[config.mk]
export PLATFORM = sky130hd
export DESIGN_NAME = hall_decoder
export DESIGN_NICKNAME = d
export VERILOG_FILES = /design/src/rtl/hall_pkg.sv /design/src/rtl/hall_debounce.sv /design/src/rtl/hall_decoder.sv
export SDC_FILE = /design/constraint.sdc
export NUM_CORES = 1
export LEC_CHECK = 0
export CAP_MARGIN = 20
export CORE_MARGIN = 2
export CORE_UTILIZATION = 45
export CTS_BUF_LIST = sky130_fd_sc_hd__clkbuf_4 sky130_fd_sc_hd__clkbuf_8 sky130_fd_sc_hd__clkbuf_16
export CTS_CLUSTER_SIZE = 24
export DETAILED_ROUTE_END_ITERATION = 6
export PLACE_DENSITY = 0.67
export SYNTH_ARGS = -nofsm -noshare
export SYNTH_HDL_FRONTEND = slang
export SYNTH_SLANG_ARGS = --single-unit
export TNS_END_PERCENT = 30
[constraint.sdc]
create_clock -name clk -period 4.15 [get_ports clk]
set_input_delay 0.415 -clock clk [delete_from_list [all_inputs] [get_ports clk]]
set_output_delay 0.415 -clock clk [all_outputs]
set_load 0.05 [all_outputs]
[src/rtl/hall_pkg.sv]
// Shared hall-sensor types and decode helpers, also used by the commutation table block.
package hall_pkg;

   localparam int NUM_SECTORS = 6;

   typedef logic [2:0] sector_t;
   typedef logic [2:0] hall_code_t;

   typedef struct packed {
      logic    valid;
      sector_t sector;
   } hall_dec_t;

   // Classification of one accepted hall-code change.
   typedef enum logic [2:0] {
      EV_NONE,
      EV_ACQUIRE,
      EV_STEP,
      EV_INVALID,
      EV_SKIP
   } accept_ev_t;

   // {C,B,A} -> sector; 000 and 111 never occur on a healthy 120-degree sensor set.
   function automatic hall_dec_t hall_to_sector(input hall_code_t code);
      hall_dec_t d;
      d = '{valid: 1'b1, sector: 3'd0};
      case (code)
         3'b001:  d.sector = 3'd0;
         3'b011:  d.sector = 3'd1;
         3'b010:  d.sector = 3'd2;
         3'b110:  d.sector = 3'd3;
         3'b100:  d.sector = 3'd4;
         3'b101:  d.sector = 3'd5;
         default: d.valid  = 1'b0;
      endcase
      return d;
   endfunction

   // (to - from) mod NUM_SECTORS for sectors already in 0..5.
   function automatic sector_t sector_delta(input sector_t to, input sector_t from);
      logic [3:0] d;
      d = {1'b0, to} + 4'(NUM_SECTORS) - {1'b0, from};
      if (d >= 4'(NUM_SECTORS)) d = d - 4'(NUM_SECTORS);
      return d[2:0];
   endfunction

endpackage

[src/rtl/hall_debounce.sv]
// Synchronises the raw hall inputs and accepts a new code once it has been stable long enough.
module hall_debounce
   import hall_pkg::*;
#(
   parameter int SYNC_STAGES     = 2,
   parameter int DEBOUNCE_CYCLES = 270
) (
   input  logic       clk,
   input  logic       rst,
   input  logic [2:0] hs_in,
   output logic [2:0] accept_code,
   output logic       accept
);

   localparam int             CNT_W   = $clog2(DEBOUNCE_CYCLES + 1);
   localparam logic [CNT_W-1:0] CNT_ONE = CNT_W'(1);
   localparam logic [CNT_W-1:0] RUN_REQ = CNT_W'(DEBOUNCE_CYCLES);

   logic [SYNC_STAGES-1:0][2:0] sync_q;
   hall_code_t                  sync_out;
   hall_code_t                  prev;
   hall_code_t                  code;
   logic [CNT_W-1:0]            cnt;
   logic [CNT_W-1:0]            run;

   assign sync_out    = sync_q[SYNC_STAGES-1];
   assign accept_code = sync_out;

   // NOTE: every variable written here gets a value before any branch, so no latch is inferred.
   always_comb begin
      run = CNT_ONE;
      if (sync_out == prev) run = cnt + CNT_ONE;
      // NOTE: the strobe is combinational so the consumer registers the new code on the same edge as this block.
      accept = (sync_out != code) && (run >= RUN_REQ);
   end

   // NOTE: non-blocking assignments keep every register sampling pre-edge values regardless of statement order.
   always_ff @(posedge clk) begin
      if (rst) begin
         sync_q <= '0;
         prev   <= '0;
         code   <= '0;
         cnt    <= '0;
      end else begin
         sync_q <= {sync_q[SYNC_STAGES-2:0], hs_in};
         prev   <= sync_out;
         if ((sync_out == code) || accept) cnt <= '0;
         else                               cnt <= run;
         if (accept) code <= sync_out;
      end
   end

endmodule

[src/rtl/hall_decoder.sv]
// Hall-sensor receive path: accepted code -> sector, direction, step period and stall/fault flags.
module hall_decoder
   import hall_pkg::*;
#(
   parameter int SYNC_STAGES     = 2,
   parameter int DEBOUNCE_CYCLES = 270,
   parameter int PERIOD_W        = 24,
   parameter int TIMEOUT_CYCLES  = 2700000
) (
   input  logic                clk,
   input  logic                rst,
   input  logic [2:0]          hs_in,
   output logic [2:0]          sector,
   output logic                sector_valid,
   output logic                dir,
   output logic                step_pulse,
   output logic                hall_err,
   output logic [PERIOD_W-1:0] period,
   output logic                period_valid,
   output logic                stalled
);

   // The timer is wide enough for both the period range and the stall threshold.
   localparam int                 TO_W       = $clog2(TIMEOUT_CYCLES + 1);
   localparam int                 TIMER_W    = (TO_W > PERIOD_W) ? TO_W : PERIOD_W;
   localparam logic [TIMER_W-1:0] TIMER_MAX  = '1;
   localparam logic [TIMER_W-1:0] TIMER_ONE  = TIMER_W'(1);
   localparam logic [TIMER_W-1:0] STALL_AT   = TIMER_W'(TIMEOUT_CYCLES - 1);
   localparam logic [TIMER_W-1:0] PERIOD_MAX = TIMER_W'({PERIOD_W{1'b1}});

   logic         accept;
   hall_code_t   accept_code;
   hall_dec_t    dec;
   sector_t      delta;
   accept_ev_t   ev;
   logic         step_dir;
   logic         have_step;
   logic [TIMER_W-1:0] timer;
   logic [TIMER_W-1:0] timer_inc;
   logic [TIMER_W-1:0] period_next;

   hall_debounce #(
      .SYNC_STAGES    (SYNC_STAGES),
      .DEBOUNCE_CYCLES(DEBOUNCE_CYCLES)
   ) u_debounce (
      .clk        (clk),
      .rst        (rst),
      .hs_in      (hs_in),
      .accept_code(accept_code),
      .accept     (accept)
   );

   assign dec   = hall_to_sector(accept_code);
   assign delta = sector_delta(dec.sector, sector);

   always_comb begin
      ev       = EV_NONE;
      step_dir = dir;
      if (accept) begin
         if (!dec.valid)            ev = EV_INVALID;
         else if (!sector_valid)    ev = EV_ACQUIRE;
         else if (delta == 3'd1) begin
            ev       = EV_STEP;
            step_dir = 1'b1;
         end else if (delta == 3'd5) begin
            ev       = EV_STEP;
            step_dir = 1'b0;
         end else                   ev = EV_SKIP;
      end
   end

   assign timer_inc   = (timer == TIMER_MAX) ? timer : timer + TIMER_ONE;
   assign period_next = (timer >= PERIOD_MAX) ? PERIOD_MAX : timer + TIMER_ONE;

   always_ff @(posedge clk) begin
      if (rst) begin
         sector       <= '0;
         sector_valid <= 1'b0;
         dir          <= 1'b1;
         step_pulse   <= 1'b0;
         hall_err     <= 1'b0;
         period       <= '0;
         period_valid <= 1'b0;
         stalled      <= 1'b1;
         have_step    <= 1'b0;
         timer        <= '0;
      end else begin
         step_pulse <= 1'b0;
         hall_err   <= 1'b0;
         timer      <= timer_inc;

         // A step in the threshold cycle wins: the STEP branch below overrides these.
         if (timer >= STALL_AT) begin
            stalled      <= 1'b1;
            period_valid <= 1'b0;
            have_step    <= 1'b0;
         end

         case (ev)
            EV_INVALID: begin
               hall_err     <= 1'b1;
               sector_valid <= 1'b0;
               period_valid <= 1'b0;
               have_step    <= 1'b0;
               timer        <= '0;
            end
            EV_ACQUIRE: begin
               sector       <= dec.sector;
               sector_valid <= 1'b1;
               have_step    <= 1'b0;
            end
            EV_STEP: begin
               sector       <= dec.sector;
               dir          <= step_dir;
               step_pulse   <= 1'b1;
               period       <= period_next[PERIOD_W-1:0];
               period_valid <= have_step && (step_dir == dir) && !stalled;
               have_step    <= 1'b1;
               stalled      <= 1'b0;
               timer        <= '0;
            end
            EV_SKIP: begin
               sector       <= dec.sector;
               hall_err     <= 1'b1;
               period_valid <= 1'b0;
               have_step    <= 1'b0;
               timer        <= '0;
            end
            default: ;
         endcase
      end
   end

endmodule
==> metrics.txt <==
status complete, no violations; Post-CTS Hold Buffers 0; Post-Syn Area 3510 um2; Mean Syn Cell Area 9.15 um2; Seq cells post-synth 79; relative slew slack 33.6%; Syn Nets 396; Detailed Route WL 6.95 mm; placed inst area 3940 um2; htree depth 3; Via Count 2772; Flop pwr share 53.3%; Hold Crit Class reg2reg; initial antenna violation count 0; Die Ht 92.4 um; number of synthesized flops with an enable pin 0; GRT overflow 0; Synth Flop Type dfxtp_1; Diodes inserted 0; area of the die 8530 um2; count of cell types in the netlist 51; Pre-Repair DR Iteration Count 4; Synth Instances 384; max-slew violations 0; M1 WL 3.46 mm; gr usage total 17.7%; kind of end point of the critical path flip-flop; CP Data Required Time 4.42 ns; Starting DRT DRC Count 109; Sw Share 21.1%; pwr/cell area 349 nW/um2; Initial Util 45.9%; CP Launch Type flip-flop; area growth from synthesis to final layout 18.3%; critical path type reg2reg; fmax 288 MHz; # IOs 38; clk root buf clkbuf_8; wire length on met2 3.07 mm; r2r worst-path depth 14; unrepaired setup endpoints after global routing false; Num Clock Sinks 79; DR vias/cell 5.31; core area 7650 um2; r2r setup slk 0.68 ns; switching power 0.000305 W; hold path cells 1; Post-synth ARST share 0%; count of buffers from port buffering 37; fin crit period 3.47 ns; Clock Skew 0.00643 ns; Post-Layout Inst Area 4160 um2; cell internal pwr 0.00114 W; layout net count 428; Std-Cell Rows 32; first-pass GRT wire length 12.2 mm; Logic pwr share 4.2%; setup bufs post-CTS 0; Routed Antenna Nets 0; TritonCTS clock tree done; share of cells above drive strength 1 7.62%; most frequent cells in the layout dfxtp_1 (79), nor2_1 (62), clkdlybuf4s50_1 (37), o2bb2ai_1 (23), xnor2_1 (18); clock tree buffer depth 2; Clock Pin Slew Worst Setup and Hold Paths 0.08 ns; WL/cell 13.3 um; final period utilization 83.7%; sequential-to-total area share from yosys stat 45.0%; worst slew pin tran 0.988 ns; endpoints failing setup 0; setup TNS 0 ns; Leakage 1.53 nW; Highest Signal Layer met4; Worst EP arrival 3.75 ns; worst skew pair latency 0.35 ns; routability cong. 0.862; TritonCTS buffer count 9; Max Cap Viol 0; drc violations 0; Hold Vio Cnt, Final 0; DIE WIDTH 92.4 um; number of global-route vias before repair 2663; post-CTS sizing 0; Clock power frac 42.6%; met3 wire len 322 um; hpwl dp 4.88 mm; total power 0.00145 W; Ys Warns 0; Worst VDD drop 0.000162 V; critical-path maximum fanout 15; largest net degree at the start of global routing 28; commonest non-fill, non-tap cell in the layout dfxtp_1
cell type report:
cell class / count / area [um2]
Clock buffer: 11 / 145
Clock inverter: 4 / 70.1
Fill cell: 690 / 3490
Inverter: 10 / 37.5
Multi-Input combinational cell: 274 / 1790
Sequential cell: 79 / 1580
Tap cell: 102 / 128
Timing Repair Buffer: 42 / 408
stage by stage:
step                      utilization, %  setup slack, ns  cells  hold WS [ns]
after floorplan                        -             1.26    384         0.414
after global placement              51.5            0.817    507         0.419
after detailed placement            51.5            0.674    507         0.428
after CTS                           54.3            0.671    522         0.450
after global routing                54.3            0.298    522         0.475
final                               54.3            0.676    522         0.442
power groups by stage:
stage | Clock (W) | Sequential, W | Combinational (W)
final | 0.000617 | 0.000772 | 0.0000604
after global routing | 0.000663 | 0.000774 | 0.0000681
after CTS | 0.000635 | 0.000772 | 0.0000611
after detailed placement | 0 | 0.000790 | 0.0000607
after global placement | 0 | 0.000790 | 0.0000597
after floorplan | 0 | 0.000786 | 0.0000521
layer usage:
layer / vias up / global-route usage [%]
met5: - / 0
met4: 0 / 5.72
met3: 11 / 5.61
met2: 45 / 27.5
met1: 1306 / 23.4
li1: 1410 / -
final timing paths:
check | startpoint | end
worst max-delay path | u_debounce.accept_code[0] | period[9]
worst min register to register | u_debounce.sync_q[0] | u_debounce.accept_code[0]
worst max register to register | u_debounce.accept_code[0] | period[9]
worst min-delay path | u_debounce.sync_q[0] | u_debounce.accept_code[0]
sequential cells by signal (all words and copies together), names as in the netlist:
signal,flops
sector_valid,1
u_debounce.sync_q,3
period_valid,1
hall_err,1
timer,24
step_pulse,1
u_debounce.code,3
u_debounce.prev,3
dir,1
stalled,1
sector,3
u_debounce.accept_code,3
u_debounce.cnt,9
period,24
have_step,1
kinds of logic (layout without fill, tap and decap cells):
kind of cell | count (synthesis) | after routing | synth area share [%]
and+or+nand+nor | 156 | 156 | 22.4
xor gates and xnor gates | 32 | 32 | 7.98
muxes | 7 | 7 | 1.99
buffers and inverters | 31 | 67 | 4.34
AOI/OAI and AO/OA | 72 | 72 | 15.6
adders and majority gates | 7 | 7 | 2.71
DFF | 79 | 79 | 45.0
worst max-delay path: stages (launching register included):
cell and delay (ns):
dfxtp_1 0.52, nand2b_1 0.20, nand3_1 0.08, o21ai_0 0.13
ha_1 0.19, inv_1 0.04, ha_1 0.18, fa_1 0.50
nand2b_1 0.14, mux2i_1 0.08, nor2_1 0.11, and3_1 0.22
nand4b_1 0.47, buf_4 0.40, o2bb2ai_1 0.15
cell usage after synthesis, drive strengths merged (6+ instances only):
cell     number  area share [%]
dfxtp        79              45
nor2b        11             2.0
nand2        16             1.7
mux2i         7             2.0
clkbuf        6            0.64
nor3         10             1.7
nor2         62             6.6
o2bb2ai      23             5.7
nand2b       13             2.3
o21ai        11             1.6
buf          15             2.6
and3          7             1.2
nand3        13             2.0
a31oi         7             1.4
inv          10             1.1
xnor2        18             4.5
ha            6             2.1
a21oi        11             1.8
xor2         14             3.5
nand4         8             1.4
(Power assumes the default switching activity.)
